**src/rtl/legv8_pkg.sv**
```systemverilog
// Shared LEGv8 control definitions: FSM state encodings, opcode patterns and
// datapath select encodings used by the multi-cycle control unit.
package legv8_pkg;

    typedef enum logic [3:0] {
        ST_FETCH     = 4'd0,
        ST_DECODE    = 4'd1,
        ST_EXEC_R    = 4'd2,
        ST_WB_R      = 4'd3,
        ST_MEM_ADDR  = 4'd4,
        ST_MEM_RD    = 4'd5,
        ST_WB_MEM    = 4'd6,
        ST_MEM_WR    = 4'd7,
        ST_BR_COND   = 4'd8,
        ST_BR_UNCOND = 4'd9
    } state_e;

    localparam logic [10:0] OP_ADD  = 11'b10001011000;
    localparam logic [10:0] OP_SUB  = 11'b11001011000;
    localparam logic [10:0] OP_AND  = 11'b10001010000;
    localparam logic [10:0] OP_ORR  = 11'b10101010000;
    localparam logic [10:0] OP_LDUR = 11'b11111000010;
    localparam logic [10:0] OP_STUR = 11'b11111000000;

    // CBZ and B carry part of their immediate inside bits [31:21].
    localparam logic [10:0] OP_CBZ   = 11'b10110100000;
    localparam logic [10:0] MASK_CBZ = 11'b11111111000;
    localparam logic [10:0] OP_B     = 11'b00010100000;
    localparam logic [10:0] MASK_B   = 11'b11111100000;

    localparam logic [1:0] ALU_ADD   = 2'b00;
    localparam logic [1:0] ALU_PASSB = 2'b01;
    localparam logic [1:0] ALU_RTYPE = 2'b10;

    localparam logic [1:0] ASB_REGB  = 2'b00;
    localparam logic [1:0] ASB_FOUR  = 2'b01;
    localparam logic [1:0] ASB_ADDR  = 2'b10;
    localparam logic [1:0] ASB_BROFF = 2'b11;

    function automatic logic op_match(input logic [10:0] op,
                                      input logic [10:0] pattern,
                                      input logic [10:0] mask);
        return ((op ^ pattern) & mask) == 11'd0;
    endfunction

endpackage

```
**src/rtl/legv8_opcode_class.sv**
```systemverilog
// Combinational classifier of IR bits [31:21] into the instruction groups the
// control FSM branches on.
module legv8_opcode_class
    import legv8_pkg::*;
(
    input  logic [10:0] opcode,
    output logic        is_rtype,
    output logic        is_ldur,
    output logic        is_stur,
    output logic        is_cbz,
    output logic        is_b,
    output logic        is_illegal
);

    assign is_rtype   = (opcode == OP_ADD) || (opcode == OP_SUB) ||
                        (opcode == OP_AND) || (opcode == OP_ORR);
    assign is_ldur    = (opcode == OP_LDUR);
    assign is_stur    = (opcode == OP_STUR);
    assign is_cbz     = op_match(opcode, OP_CBZ, MASK_CBZ);
    assign is_b       = op_match(opcode, OP_B, MASK_B);
    assign is_illegal = !(is_rtype || is_ldur || is_stur || is_cbz || is_b);

endmodule

```
**src/rtl/legv8_multicycle_control.sv**
```systemverilog
// Multi-cycle LEGv8 main control: Moore FSM driving datapath enables/selects.
// Define MEM_WAIT_EN to add the mem_ready handshake on FETCH, MEM_RD, MEM_WR.
module legv8_multicycle_control
    import legv8_pkg::*;
(
    input  logic        clk,
    input  logic        rst,
    input  logic [10:0] opcode,
    input  logic        zero,
`ifdef MEM_WAIT_EN
    input  logic        mem_ready,
`endif
    output logic        ir_write,
    output logic        pc_write,
    output logic        pc_write_cond,
    output logic        pc_src,
    output logic [1:0]  alu_op,
    output logic        alu_src_a,
    output logic [1:0]  alu_src_b,
    output logic        mem_read,
    output logic        mem_write,
    output logic        mem_to_reg,
    output logic        reg_write,
    output logic        reg2_loc,
    output logic        illegal_op,
    output logic [3:0]  state
);

    localparam logic [3:0] FETCH     = ST_FETCH;
    localparam logic [3:0] DECODE    = ST_DECODE;
    localparam logic [3:0] EXEC_R    = ST_EXEC_R;
    localparam logic [3:0] WB_R      = ST_WB_R;
    localparam logic [3:0] MEM_ADDR  = ST_MEM_ADDR;
    localparam logic [3:0] MEM_RD    = ST_MEM_RD;
    localparam logic [3:0] WB_MEM    = ST_WB_MEM;
    localparam logic [3:0] MEM_WR    = ST_MEM_WR;
    localparam logic [3:0] BR_COND   = ST_BR_COND;
    localparam logic [3:0] BR_UNCOND = ST_BR_UNCOND;

    logic [3:0] cur_state;
    logic [3:0] next_state;
    logic       mem_done;
    logic       is_rtype, is_ldur, is_stur, is_cbz, is_b, is_illegal;

    // The branch decision itself happens in the PC logic (pc_write_cond & zero).
    logic       zero_unused;
    assign zero_unused = zero;

`ifdef MEM_WAIT_EN
    assign mem_done = mem_ready;
`else
    assign mem_done = 1'b1;
`endif

    legv8_opcode_class u_class (
        .opcode     (opcode),
        .is_rtype   (is_rtype),
        .is_ldur    (is_ldur),
        .is_stur    (is_stur),
        .is_cbz     (is_cbz),
        .is_b       (is_b),
        .is_illegal (is_illegal)
    );

    always_ff @(posedge clk or posedge rst) begin
        if (rst) cur_state <= FETCH;
        else     cur_state <= next_state;
    end

    assign state = cur_state;

    always_comb begin
        next_state = cur_state;
        case (cur_state)
            FETCH:     next_state = mem_done ? DECODE : FETCH;
            DECODE: begin
                if (is_rtype)                next_state = EXEC_R;
                else if (is_ldur || is_stur) next_state = MEM_ADDR;
                else if (is_cbz)             next_state = BR_COND;
                else if (is_b)               next_state = BR_UNCOND;
                else                         next_state = FETCH;
            end
            EXEC_R:    next_state = WB_R;
            WB_R:      next_state = FETCH;
            MEM_ADDR: begin
                if (is_ldur)      next_state = MEM_RD;
                else if (is_stur) next_state = MEM_WR;
                else              next_state = FETCH;
            end
            MEM_RD:    next_state = mem_done ? WB_MEM : MEM_RD;
            WB_MEM:    next_state = FETCH;
            MEM_WR:    next_state = mem_done ? FETCH : MEM_WR;
            BR_COND:   next_state = FETCH;
            BR_UNCOND: next_state = FETCH;
            default:   next_state = FETCH;
        endcase
    end

    // Outputs are forced low while rst is high so an aborted write never lands.
    always_comb begin
        ir_write      = 1'b0;
        pc_write      = 1'b0;
        pc_write_cond = 1'b0;
        pc_src        = 1'b0;
        alu_op        = ALU_ADD;
        alu_src_a     = 1'b0;
        alu_src_b     = ASB_REGB;
        mem_read      = 1'b0;
        mem_write     = 1'b0;
        mem_to_reg    = 1'b0;
        reg_write     = 1'b0;
        reg2_loc      = 1'b0;
        illegal_op    = 1'b0;
        if (!rst) begin
            case (cur_state)
                FETCH: begin
                    mem_read  = 1'b1;
                    ir_write  = mem_done;
                    pc_write  = mem_done;
                    alu_src_b = ASB_FOUR;
                end
                DECODE: begin
                    alu_src_b  = ASB_BROFF;
                    reg2_loc   = is_stur || is_cbz;
                    illegal_op = is_illegal;
                end
                EXEC_R: begin
                    alu_src_a = 1'b1;
                    alu_op    = ALU_RTYPE;
                end
                WB_R:      reg_write = 1'b1;
                MEM_ADDR: begin
                    alu_src_a = 1'b1;
                    alu_src_b = ASB_ADDR;
                    reg2_loc  = is_stur;
                end
                MEM_RD:    mem_read = 1'b1;
                WB_MEM: begin
                    reg_write  = 1'b1;
                    mem_to_reg = 1'b1;
                end
                MEM_WR: begin
                    mem_write = 1'b1;
                    reg2_loc  = 1'b1;
                end
                BR_COND: begin
                    alu_src_a     = 1'b1;
                    alu_op        = ALU_PASSB;
                    reg2_loc      = 1'b1;
                    pc_write_cond = 1'b1;
                    pc_src        = 1'b1;
                end
                BR_UNCOND: begin
                    pc_write = 1'b1;
                    pc_src   = 1'b1;
                end
                default: ;
            endcase
        end
    end

endmodule

```
**config.mk**
```make
export PLATFORM = sky130hd
export DESIGN_NAME = legv8_multicycle_control
export DESIGN_NICKNAME = d
export VERILOG_FILES = /design/src/rtl/legv8_pkg.sv /design/src/rtl/legv8_opcode_class.sv /design/src/rtl/legv8_multicycle_control.sv
export SDC_FILE = /design/constraint.sdc
export NUM_CORES = 1
export LEC_CHECK = 0
export ABC_AREA = 1
export CAP_MARGIN = 20
export CORE_MARGIN = 3
export CORE_UTILIZATION = 30
export DETAILED_ROUTE_END_ITERATION = 8
export HOLD_SLACK_MARGIN = 0.03
export PLACE_DENSITY_LB_ADDON = 0.1
export SYNTH_ARGS = -nofsm -noshare
export SYNTH_HDL_FRONTEND = slang
export SYNTH_HIERARCHICAL = 1
export SYNTH_SLANG_ARGS = --single-unit
```
**constraint.sdc**
```tcl
create_clock -name clk -period 1.25 [get_ports clk]
set_clock_uncertainty 0.15 [all_clocks]
set_input_delay 0.125 -clock clk [delete_from_list [all_inputs] [get_ports clk]]
set_output_delay 0.125 -clock clk [all_outputs]
set_load 0.005 [all_outputs]
```
==> results of run 1 <==
-- worst min-delay path by stage --
| stage | startpoint | to | slack [ns] | depth (start not counted) |
|---|---|---|---|---|
| after floorplan | rst | state[0] | -0.07 | 2 |
| after global placement | rst | state[1] | 0.46 | 3 |
| after detailed placement | rst | state[0] | 0.47 | 3 |
| after CTS | rst | state[0] | 0.26 | 3 |
| after global routing | rst | state[0] | 0.28 | 3 |
| final | rst | state[0] | 0.26 | 3 |
-- cell type report --
class / count / area, um^2 / area share (%)
timing repair buffer: 74 / 587 / 40.9
sequential: 4 / 105 / 7.32
multi-input combinational: 85 / 604 / 42.1
tap: 27 / 33.8 / 2.35
clock buffer: 3 / 22.5 / 1.57
inverter: 21 / 83.8 / 5.84
-- Yosys cell counts (all sizes together) --
master  count  area, um^2
nand3b      1        7.51
a21oi       3        18.8
nand4       2        12.5
inv        21        81.3
a31oi       1        6.26
o22ai       1        6.26
nand3      13        75.1
o21ai       1        5.00
nand2      31         131
buf         2        16.3
dfrtp       4         100
nor2       29         155
nor3        3        20.0
-- power breakdown --
group	leakage, uW	switching (uW)	internal, uW	total [uW]
clock network	0.0000138	46.7	107	154
registers	0.0000479	33.6	146	179
logic	0.000686	293	291	584
-- tightest hold or removal path, stage by stage --
cell,delay [ns]
clkdlybuf4s50_1,0.51
inv_2,0.17
buf_4,0.16
-- cells by family after synthesis --
group / after synthesis / synth area share (%)
AO/OA/AOI/OAI: 6 / 5.71
flip-flops: 4 / 15.7
buffers and inverters: 23 / 15.4
AND/OR/NAND/NOR: 79 / 63.2
-- metrics by stage --
stage	utilization (%)	setup slack (ns)	setup TNS [ns]
after global placement	58.5	-0.899	-10.19
after global routing	72.5	-0.503	-6.51
after floorplan	-	0.0103	0
after CTS	68.5	-0.371	-5.42
after detailed placement	58.5	-0.949	-10.57
final	72.5	-0.413	-5.23
-- routing by layer --
layer  wire (um)  vias to the layer above  part of all wire (%)  GRT usage (%)
met1         956                      462                    39           19.9
met2        1360                       24                    56           34.9
met5           0                        -                     0              0
met3         107                        2                   4.4           2.87
li1            -                      498                     -              -
met4          21                        0                  0.86           7.42
-- timing repair --
action | 4_1_cts | 5_1_grt
pin swaps | 23 | 11
setup buffers | 18 | 6
cloned | 0 | 0
resized for setup | 113 | 54
setup endpoints to repair | 23 | 22
==> reports/results.tsv, run 1 <==
stage	metric	value	unit
final_layout	post-route cell area	1440	um^2
placement	gpl congestion	0.816	
worst_setup_path	Setup crit end kind	output port	
grt	largest net degree at the start of global routing	6	
final_layout	FILL cells	151	
clocking	Hold-fix buffers, CTS	0	
worst_setup_path	reg2reg start	state[1]	
synth	Yosys reg bits	4	
worst_setup_path	CP startpoint	state[1]	
detailed_routing	Final ANT Viol Nets	0	
power	Leak	0.000748	uW
worst_setup_path	slowest stage delay, CP	0.43	ns
worst_setup_path	R2R depth	7	
worst_setup_path	CP Launch Type	register	
clocking	H-tree lvl count	1	
worst_setup_path	critical-path cell list	buf_6 > nor2_4 > nand2_2 > a31oi_1 > buf_2	
timing	fmax	601	MHz
power	Pwr per Cell Area	639	nW/um^2
worst_setup_path	Top delay family on crit path	flip-flops	
synth	register area share after synthesis	15.7	%
timing	max-slew violations	0	
run_status	failing checks	setup timing	
clocking	Clock Path Buffers	2	
floorplanning	Die W	52.0	um
timing	WHS	0.264	ns
floorplanning	chip height	52.0	um
timing	RSZ-0062 raised after global routing	yes	
worst_setup_path	crit path buf inv count	2	
worst_setup_path	end point of the critical path	alu_src_a	
clocking	CTS tree	yes	
floorplanning	Placement Rows	16	
final_layout	synthesis-to-layout area growth	126	%
final_layout	Non-Filler Instances	214	
grt	first-pass GRT wire length	3.85	mm
final_layout	most frequent cells in the layout	buf_4 (30), buf_6 (16), nand2_1 (14), nor2_1 (13)	
worst_setup_path	Reg-to-Reg End	state[0]	
detailed_routing	Vias/cell	4.61	
floorplanning	die area	2710	um^2
worst_hold_path	HP Class	input port to asynchronous set/reset pin	
detailed_routing	routed wire length	2.44	mm
placement	IO Port Bufs	31	
power	VDD IR max	0.618	mV
detailed_routing	Via Count	986	
synth	Synth Cell Area	636	um^2
worst_setup_path	slowest CP cell	dfrtp_2	
synth	count of cell types in the netlist	24	
worst_setup_path	Crit path depth	5	
detailed_routing	DRT Pass-1 Iters	4	
floorplanning	I/O pins	33	
timing	crit share post-route	133	%
timing	min Tclk post-route	1.66	ns
final_layout	final net count	203	
timing	setup ws final	-0.413	ns
timing	Hold Vio Cnt, Final	0	
grt	initial antenna violation count	0	
detailed_routing	DR iter-0 viols	13	
worst_setup_path	CP required	0.98	ns
final_layout	commonest non-fill, non-tap cell in the layout	buf_4	
final_layout	max reg flops	4	
synth	syn nets	126	
worst_setup_path	Worst R2R Setup Slack	-0.11	ns
clocking	cts bufs inserted	3	
detailed_routing	wire per inst	11.4	um
grt	GRT overflow	0	
final_layout	Antenna diodes	0	
placement	placed cell area	1160	um^2
synth	Avg Inst Size Synth	5.68	um^2
synth	Yosys warning total	6	
floorplanning	Starting Density	32.1	%
timing	worst slew pin tran	0.231	ns
worst_setup_path	critical path data arrival time	1.39	ns
timing	Final Setup Violations	21	
clocking	clk_lat worst skew	0.23	ns
clocking	CTS clk-pin slew, worst paths	0.04	ns
placement	DP Cell Count	194	
flow_run	# Max-Cap Violations	0	
run_status	outcome	finished with violations	
floorplanning	core area	1980	um^2
final_layout	ratio of cells with drive above 1 in the final layout	71.7	%
clocking	clock root cell	clkbuf_4	
power	Power Total	917	uW
grt	vias in the first global route	972	
worst_setup_path	CP Class	register to output port	
timing	slew margin rel.	84.6	%
synth	Cells after Synth	112	
placement	dpl hpwl	1.64	mm
clocking	CTS sink count	4	
worst_setup_path	Crit Path Max Fanout	4	
grt	Global Route Usage Sum	18.4	%
detailed_routing	drc violations	0	
No activity file was read; power rests on OpenSTA's default activity.
==> run 2, diff against run 1 <==
- MAX_ROUTING_LAYER: default -> met4
==> reports/results.tsv, run 2 (synthesized netlist as in run 1, its figures left out) <==
stage	metric	value	unit	change
run_status	outcome	finished with violations		
run_status	failing checks	setup timing		
grt	Global Route Usage Sum	18.9	%	+0.47 points
placement	dpl hpwl	1.64	mm	unchanged
timing	setup ws final	-0.409	ns	+0.00447 ns
timing	TNS Setup	-5.18	ns	+0.0469 ns
grt	largest net degree at the start of global routing	6		unchanged
clocking	Hold-fix buffers, CTS	0		unchanged
worst_setup_path	Reg-to-Reg End	state[0]		
detailed_routing	wire per inst	11.3	um	-0.78%
floorplanning	I/O pins	33		unchanged
detailed_routing	Vias/cell	4.56		-1.0%
placement	gpl congestion	0.828		+1.5%
clocking	clock root cell	clkbuf_4		
final_layout	ratio of cells with drive above 1 in the final layout	71.7	%	unchanged
worst_setup_path	R2R depth	7		unchanged
final_layout	Antenna diodes	0		unchanged
worst_setup_path	CP required	0.98	ns	about the same
worst_hold_path	HP Class	input port to asynchronous set/reset pin		
detailed_routing	DR iter-0 viols	9		-4
timing	crit share post-route	133	%	-0.36 points
clocking	CTS clk-pin slew, worst paths	0.04	ns	about the same
power	Pwr per Cell Area	639	nW/um^2	about the same
final_layout	most frequent cells in the layout	buf_4 (30), buf_6 (16), nand2_1 (14), nor2_1 (13)		
clocking	cts bufs inserted	3		unchanged
floorplanning	Die W	52.0	um	unchanged
worst_setup_path	CP Launch Type	register		
timing	RSZ-0062 raised after global routing	yes		
timing	Final Setup Violations	21		unchanged
timing	max-slew violations	0		unchanged
floorplanning	Placement Rows	16		unchanged
detailed_routing	routed wire length	2.42	mm	-0.78%
power	VDD IR max	0.618	mV	about the same
clocking	Clock Path Buffers	2		unchanged
clocking	clk_lat worst skew	0.23	ns	about the same
detailed_routing	Final ANT Viol Nets	0		unchanged
detailed_routing	Via Count	976		-1.0%
timing	min Tclk post-route	1.66	ns	-0.00447 ns
floorplanning	chip height	52.0	um	unchanged
clocking	CTS sink count	4		unchanged
final_layout	final net count	203		unchanged
timing	worst slew pin tran	0.227	ns	-0.00356 ns
power	Leak	0.000748	uW	unchanged
final_layout	synthesis-to-layout area growth	126	%	unchanged
detailed_routing	routed length on met3	111	um	+3.7%
timing	Hold Vio Cnt, Final	0		unchanged
floorplanning	die area	2710	um^2	unchanged
grt	GRT overflow	0		unchanged
worst_setup_path	reg2reg start	state[1]		
flow_run	# Max-Cap Violations	0		unchanged
grt	first-pass GRT wire length	3.85	mm	unchanged
final_layout	commonest non-fill, non-tap cell in the layout	buf_4		
detailed_routing	drc violations	0		unchanged
worst_setup_path	critical path data arrival time	1.38	ns	about the same
placement	IO Port Bufs	31		unchanged
detailed_routing	Post-Route M1 WL	941	um	-1.6%
worst_setup_path	Worst R2R Setup Slack	-0.11	ns	about the same
timing	slew margin rel.	84.8	%	+0.24 points
worst_setup_path	Crit Path Max Fanout	4		unchanged
worst_setup_path	CP Class	register to output port		
timing	fmax	603	MHz	+0.27%
detailed_routing	DRT Pass-1 Iters	4		unchanged
grt	initial antenna violation count	0		unchanged
final_layout	max reg flops	4		unchanged
final_layout	Util after Layout	72.5	%	unchanged
clocking	CTS tree	yes		
detailed_routing	highest metal used	met4		
floorplanning	core area	1980	um^2	unchanged
clocking	H-tree lvl count	1		unchanged
worst_setup_path	Setup crit end kind	output port		
detailed_routing	routed length on met2	1.35	mm	-0.59%
grt	vias in the first global route	971		-0.10%
floorplanning	Starting Density	32.1	%	unchanged
run 2: cell counts in the layout (fill, tap and decap cells not counted):
No cell type changed its count.
run 2: what timing repair did:
action	in CTS	in global routing
buffers inserted	18	6
pin swaps	23	11
resized for setup	113	54
setup endpoints to repair	23	22
cloned	0	0
run 2: critical path, cell delays in order, from the launching register on:
cell and delay (ns):
dfrtp_2 0.43, buf_6 0.14, nor2_4 0.12, nand2_2 0.09
a31oi_1 0.21, buf_2 0.16
run 2: cell type report:
class	count	area [um^2]
Tap cell	27	33.8
Timing Repair Buffer	74	587
Sequential cell	4	105
Clock buffer	3	22.5
Fill cell	151	546
Multi-Input combinational cell	85	604
Inverter	21	83.8
run 2: how the worst max path moves through the flow:
stage                     from        end  slack [ns]  cells past startpoint
finish                state[1]  alu_src_a       -0.41                      5
global route          state[1]   reg2_loc       -0.50                      9
CTS                   state[2]   reg2_loc       -0.37                      8
detailed placement   opcode[9]   reg2_loc       -0.95                     12
global placement    opcode[10]   reg2_loc       -0.90                     12
floorplan             state[1]   reg2_loc        0.01                      8
run 2: routing by layer:
metal / up-vias / global-route usage, %
li1: 498 / -
met1: 450 / 19.9
met2: 26 / 34.9
met3: 2 / 2.87
met4: 0 / 7.42
met5: - / -
run 2: metrics by stage:
step	hold WS, ns	cell area, um^2	power (uW)	std cells	worst slack, ns
final	0.262	1440	918	214	-0.409
after global routing	0.280	1440	988	214	-0.504
after CTS	0.255	1360	847	210	-0.371
after detailed placement	0.473	1160	649	194	-0.949
after global placement	0.462	1160	644	194	-0.899
after floorplan	-0.0672	636	395	112	0.0103
run 2: power breakdown:
part           internal (uW)  total [uW]  leakage (uW)  switching, uW
combinational            291         585      0.000686            294
sequential               146         180     0.0000479           33.9
clock                    107         154     0.0000138           46.7
==> run 3, diff against run 2 <==
- CTS_CLUSTER_DIAMETER: default -> 120
==> results of run 3 <==
No change in the layout: final DEF, timing and power equal those of run 2.
